**src/rtl/mips_pkg.sv**
```systemverilog
// Shared widths and the buffered write-back entry for the MIPS write-back path.
package mips_pkg;

  localparam int DATA_W = 32;
  localparam int REG_W  = 5;

  localparam logic [REG_W-1:0] REG_ZERO = 5'd0;

  typedef struct packed {
    logic              valid;
    logic [REG_W-1:0]  rd;
    logic [DATA_W-1:0] data;
  } wb_entry_t;

endpackage

```
**src/rtl/wb_fifo.sv**
```systemverilog
// Small FIFO of pending MDU write-backs with per-entry WAW squash.
// Dead entries ahead of the oldest live one are discarded every cycle.
module wb_fifo
  import mips_pkg::*;
#(
  parameter  int DEPTH = 2,
  localparam int PTR_W = $clog2(DEPTH),
  localparam int CNT_W = PTR_W + 1
) (
  input  logic                        clk,
  input  logic                        rst,
  input  logic                        push,
  input  wb_entry_t                   push_entry,
  input  logic                        pop,
  input  logic                        squash_en,
  input  logic [REG_W-1:0]            squash_rd,
  output logic                        full,
  output wb_entry_t                   head,
  output logic [PTR_W-1:0]            head_idx,
  output logic [DEPTH-1:0]            live,
  output logic [DEPTH-1:0][REG_W-1:0] live_rd
);

  wb_entry_t        mem [DEPTH];
  logic [PTR_W-1:0] rd_ptr;
  logic [PTR_W-1:0] wr_ptr;
  logic [CNT_W-1:0] count;
  logic [CNT_W-1:0] skip;
  logic [CNT_W-1:0] advance;
  logic             head_found;

  assign full = (count == CNT_W'(DEPTH));

  // Oldest live entry; everything before it (or all of it, if none) is dead.
  always_comb begin
    head_found = 1'b0;
    head_idx   = rd_ptr;
    skip       = count;
    for (int k = 0; k < DEPTH; k++) begin
      if (!head_found && (CNT_W'(k) < count) && mem[rd_ptr + PTR_W'(k)].valid) begin
        head_found = 1'b1;
        head_idx   = rd_ptr + PTR_W'(k);
        skip       = CNT_W'(k);
      end
    end
    advance    = skip + CNT_W'(pop && head_found);
    head       = mem[head_idx];
    head.valid = head_found;
  end

  always_comb begin
    live    = '0;
    live_rd = '0;
    for (int i = 0; i < DEPTH; i++) begin
      live[i]    = mem[i].valid && ({1'b0, PTR_W'(i) - rd_ptr} < count);
      live_rd[i] = mem[i].rd;
    end
  end

  always_ff @(posedge clk) begin
    if (!rst) begin
      rd_ptr <= '0;
      wr_ptr <= '0;
      count  <= '0;
      for (int i = 0; i < DEPTH; i++) mem[i] <= '0;
    end else begin
      if (squash_en) begin
        for (int i = 0; i < DEPTH; i++)
          if (mem[i].rd == squash_rd) mem[i].valid <= 1'b0;
      end
      if (push) begin
        mem[wr_ptr] <= push_entry;
        wr_ptr      <= wr_ptr + PTR_W'(1);
      end
      rd_ptr <= rd_ptr + advance[PTR_W-1:0];
      count  <= count - advance + CNT_W'(push);
    end
  end

endmodule

```
**src/rtl/mips_writeback_unit.sv**
```systemverilog
// Register-file write port arbiter: ALU results preempt buffered MDU results,
// which in turn preempt a direct MDU write.
module mips_writeback_unit
  import mips_pkg::*;
#(
  parameter int DEPTH = 2
) (
  input  logic              clk,
  input  logic              rst,
  input  logic              alu_valid,
  input  logic [REG_W-1:0]  alu_rd,
  input  logic [DATA_W-1:0] alu_data,
  input  logic              mdu_valid,
  output logic              mdu_ready,
  input  logic [REG_W-1:0]  mdu_rd,
  input  logic [DATA_W-1:0] mdu_data,
  output logic              writeBack,
  output logic [REG_W-1:0]  rd,
  output logic [DATA_W-1:0] din,
  output logic [31:0]       busy_mask
);

  localparam int PTR_W = $clog2(DEPTH);

  logic                        alu_busy;
  logic                        mdu_fire;
  logic                        mdu_live;
  logic                        pop;
  logic                        direct;
  logic                        push;
  logic                        full;
  wb_entry_t                   head;
  wb_entry_t                   push_entry;
  logic [PTR_W-1:0]            head_idx;
  logic [DEPTH-1:0]            live;
  logic [DEPTH-1:0][REG_W-1:0] live_rd;

  assign alu_busy  = alu_valid && (alu_rd != REG_ZERO);
  assign mdu_ready = !full;
  assign mdu_fire  = mdu_valid && mdu_ready;
  // A same-cycle MDU result to the ALU's target is older than the ALU write.
  assign mdu_live  = mdu_fire && (mdu_rd != REG_ZERO) && !(alu_busy && (mdu_rd == alu_rd));
  assign pop       = !alu_busy && head.valid;
  assign direct    = !alu_busy && !head.valid && mdu_live;
  assign push      = mdu_live && !direct;

  assign push_entry = '{valid: 1'b1, rd: mdu_rd, data: mdu_data};

  wb_fifo #(.DEPTH(DEPTH)) u_fifo (
    .clk        (clk),
    .rst        (rst),
    .push       (push),
    .push_entry (push_entry),
    .pop        (pop),
    .squash_en  (alu_busy),
    .squash_rd  (alu_rd),
    .full       (full),
    .head       (head),
    .head_idx   (head_idx),
    .live       (live),
    .live_rd    (live_rd)
  );

  always_comb begin
    busy_mask = '0;
    for (int i = 0; i < DEPTH; i++)
      if (live[i] && !(pop && (PTR_W'(i) == head_idx))) busy_mask[live_rd[i]] = 1'b1;
    busy_mask[0] = 1'b0;
  end

  always_ff @(posedge clk) begin
    if (!rst) begin
      writeBack <= 1'b0;
      rd        <= '0;
      din       <= '0;
    end else begin
      writeBack <= alu_busy || pop || direct;
      if (alu_busy) begin
        rd  <= alu_rd;
        din <= alu_data;
      end else if (pop) begin
        rd  <= head.rd;
        din <= head.data;
      end else if (direct) begin
        rd  <= mdu_rd;
        din <= mdu_data;
      end
    end
  end

endmodule
```
**config.mk**
```make
export PLATFORM = sky130hd
export DESIGN_NAME = mips_writeback_unit
export DESIGN_NICKNAME = d
export VERILOG_FILES = /design/src/rtl/mips_pkg.sv /design/src/rtl/wb_fifo.sv /design/src/rtl/mips_writeback_unit.sv
export SDC_FILE = /design/constraint.sdc
export NUM_CORES = 1
export LEC_CHECK = 0
export CAP_MARGIN = 20
export CORE_ASPECT_RATIO = 0.75
export CORE_UTILIZATION = 35
export CTS_CLUSTER_DIAMETER = 60
export CTS_CLUSTER_SIZE = 20
export DETAILED_ROUTE_END_ITERATION = 10
export HOLD_SLACK_MARGIN = 0.02
export PLACE_DENSITY = 0.69
export SLEW_MARGIN = 20
export SYNTH_ARGS = -nofsm -noshare
export SYNTH_HDL_FRONTEND = slang
export SYNTH_SLANG_ARGS = --single-unit
```
**constraint.sdc**
```tcl
create_clock -name clk -period 6.6 [get_ports clk]
set_input_delay 0.66 -clock clk [delete_from_list [all_inputs] [get_ports clk]]
set_output_delay 0.66 -clock clk [all_outputs]
set_load 0.01 [all_outputs]
```
==> results.sh <==
export IMPL_num_vias=5819
export IMPL_synthXorXnorAreaFrac_pct=2.43
export IMPL_antenna_left=0
export IMPL_powerDensity_nw_per_um2=302
export IMPL_slowest_stage="a211o_2"
export IMPL_setup_worst_path_start_class="register"
export IMPL_h_tree_depth=4
export IMPL_cts_buffer_depth=2
export IMPL_status="finished, final reports clean"
export IMPL_viasPerCell=5.54
export IMPL_port_buffers=147
export IMPL_cts_tree="built"
export IMPL_syn_to_final_growth_pct=33.7
export IMPL_synth_commonest_cells="nand2_1 (141), edfxtp_1 (74), and2_1 (57)"
export IMPL_synth_simple_area_share_pct=21.9
export IMPL_grt_pass1_vias=5437
export IMPL_diodes=0
export IMPL_die_w_um=159
export IMPL_power_leakage_uw=0.00301
export IMPL_timing_setup_tns_ns=0
export IMPL_wirelength_um=19200
export IMPL_syn_instance_count=683
export IMPL_slew_violations=0
export IMPL_drc=0
export IMPL_ir_drop_mv=0.164
export IMPL_r2r_start="u_fifo.count[1]"
export IMPL_rsz0062_at_grt="false"
export IMPL_wl_per_cell_um=18.3
export IMPL_grt_pass1_wl_um=30300
export IMPL_place_hpwl_um=12300
export IMPL_track_usage_pct=20.4
export IMPL_synth_cell_area_um2=6490
export IMPL_synth_edff_count=74
export IMPL_num_io_pins=149
export IMPL_synth_flop_cell="edfxtp_1"
export IMPL_antenna_found_initial=0
export IMPL_cts_inserted_buffers=17
export IMPL_synth_compound_area_share_pct=21.4
export IMPL_synthDistinctLibCells=56
export IMPL_ys_seq_area_share_pct=48.1
export IMPL_fin_util_pct=48.6
export IMPL_hp_class="reg2reg"
export IMPL_nNetsFinal=877
export IMPL_synthMuxAreaShare_pct=0
export IMPL_hold_viol_final=0
export IMPL_core_um2=17900
export IMPL_drv_cap=0
export IMPL_crit_family="compound AO/OA/AOI/OAI gates"
export IMPL_min_from="din[0]"
export IMPL_crit_required_ns=5.94
export IMPL_design_die_area_um2=19100
export IMPL_cts_sinks=119
export IMPL_dpl_cell_area_um2=8070
export IMPL_end_kind="output pin"
export IMPL_die_h_um=120
export IMPL_path_cells="nand3b_1 -> a211o_2 -> nand4_1 -> nand4b_1 -> o22ai_1 -> clkdlybuf4s50_1"
export IMPL_gp_congestion=0.861
export IMPL_synth_most_common_cell="nand2_1"
export IMPL_tightest_slew_ns=1.03
export IMPL_grt_max_degree=74
export IMPL_synthAdderAreaFrac_pct=0.578
export IMPL_synth_top_area_share_pct=34.2
export IMPL_async_flop_share_pct=0
export IMPL_firstDrtPassIters=5
export IMPL_synthTopCellsByArea="edfxtp_1 (34%), dfxtp_1 (14%), nand2_1 (8.2%)"
export IMPL_crit_arrival_ns=3.34
export IMPL_clkTransAtPathRegs_ns=0.06
export IMPL_floorplan_initialDensity_pct=36.3
export IMPL_synth_warnings=0
export IMPL_slowest_delay_ns=0.68
export IMPL_rows=42
export IMPL_synth_nets=764
export IMPL_period_minus_slack_ns=4.00
export IMPL_final_cells=1051
export IMPL_path_max_fanout=39
export IMPL_crit_start="u_fifo.count[1]"
export IMPL_fin_area_um2=8680
export IMPL_relSlewSlack_pct=31.3
export IMPL_clock_latency_ns=0.42
export IMPL_syn_avg_cell_area_um2=9.50
export IMPL_synth_top_cell_by_area="edfxtp_1"
export IMPL_setup_viol=0
export IMPL_finClkSkew_ns=0.00855
export IMPL_layout_drive_gt1_share_pct=9.39
export IMPL_drt_first_iter_violations=482
export IMPL_ctsHoldBuffers=0
export IMPL_fmax_ghz=0.250
export IMPL_placed_cells=1019
export IMPL_synth_top_family_by_area="simple AND/OR/NAND/NOR gates"
export IMPL_post_cts_buffers=0
export IMPL_grt_overflow=0
export IMPL_worst_path_buf_inv=1
export IMPL_ys_seq_elements=119
export IMPL_critPathKind="reg2out"
export IMPL_clockRootBuffer="clkbuf_16"
export IMPL_period_share_pct=60.6
export IMPL_cts_repair_resized=0
[final timing paths]
path | to | slack (ns) | cells after the start
worst max-delay path | busy_mask[22] | 2.60 | 6
worst min-delay path | din[0] | 0.53 | 2
worst max register to register | u_fifo.mem[1][5] | 3.24 | 8
worst min register to register | din[0] | 0.53 | 2
[power breakdown]
| part | switching, uW | internal, uW | total [uW] |
|---|---|---|---|
| Sequential | 76.6 | 893 | 969 |
| Combinational | 435 | 272 | 707 |
| Clock | 338 | 604 | 942 |
| Total | 850 | 1770 | 2620 |
[cells in the final DEF (no fill, tap or decap), drive strengths merged, types with 2 or more instances in the layout]
cell / count
nand4: 5
a31oi: 38
nand2b: 2
or2: 2
buf: 11
nor4b: 2
clkinv: 3
nor2: 9
and3: 5
dfxtp: 45
and2: 57
clkbuf: 26
inv: 7
nand3b: 4
edfxtp: 74
xor2: 7
nand4b: 2
nand2: 141
nand3: 7
o22ai: 27
a311o: 37
xnor2: 11
nor2b: 7
a211o: 2
clkdlybuf4s50: 146
ha: 3
o21ai: 44
nor3: 24
a21oi: 40
[metrics by stage]
step	hold slack [ns]	total power, uW	worst slack (ns)
6_report	0.528	2620	2.60
5_1_grt	0.542	2730	2.43
4_1_cts	0.525	2630	2.63
3_5_place_dp	0.516	1690	2.35
3_3_place_gp	0.513	1670	2.30
2_1_floorplan	0.526	1420	1.63
[registers in the layout, summed over array words and instances (netlist names), named ones only]
name	flops
u_fifo.mem	76
din	32
rd	5
u_fifo.count	2
u_fifo.rd_ptr	1
u_fifo.wr_ptr	1
writeBack	1
[cell families (layout without fill, tap and decap cells)]
group | count (synthesis) | count (layout)
simple gates | 271 | 271
compound gates | 202 | 202
flops | 119 | 119
buf+inv | 69 | 195
xor+xnor | 18 | 18
fa+ha+maj | 3 | 3
other cells | 1 | 1
[worst min-delay path, delay by kind of cell (launching register included)]
| kind | cells | cell delay [ns] |
|---|---|---|
| AO/OA/AOI/OAI | 2 | 0.17 |
| flip-flops | 1 | 0.31 |
[area by class of cell]
class	count	area [um^2]
Tap cell	242	303
Inverter	6	22.5
Sequential cell	119	3120
Clock inverter	6	58.8
Fill cell	1669	9190
Clock buffer	26	543
Timing Repair Buffer	157	1560
Multi-Input combinational cell	495	3060
[routing by layer]
layer | part of all wire [%] | wire, um | vias to the layer above | GRT usage, %
met3 | 8.3 | 1590 | 24 | 5.18
met5 | 0 | 0 | - | 0
li1 | - | - | 2736 | -
met2 | 43 | 8350 | 255 | 30.2
met4 | 1.1 | 216 | 0 | 5.47
met1 | 47 | 9090 | 2804 | 29.3
Power figures use the tool's default switching activity.
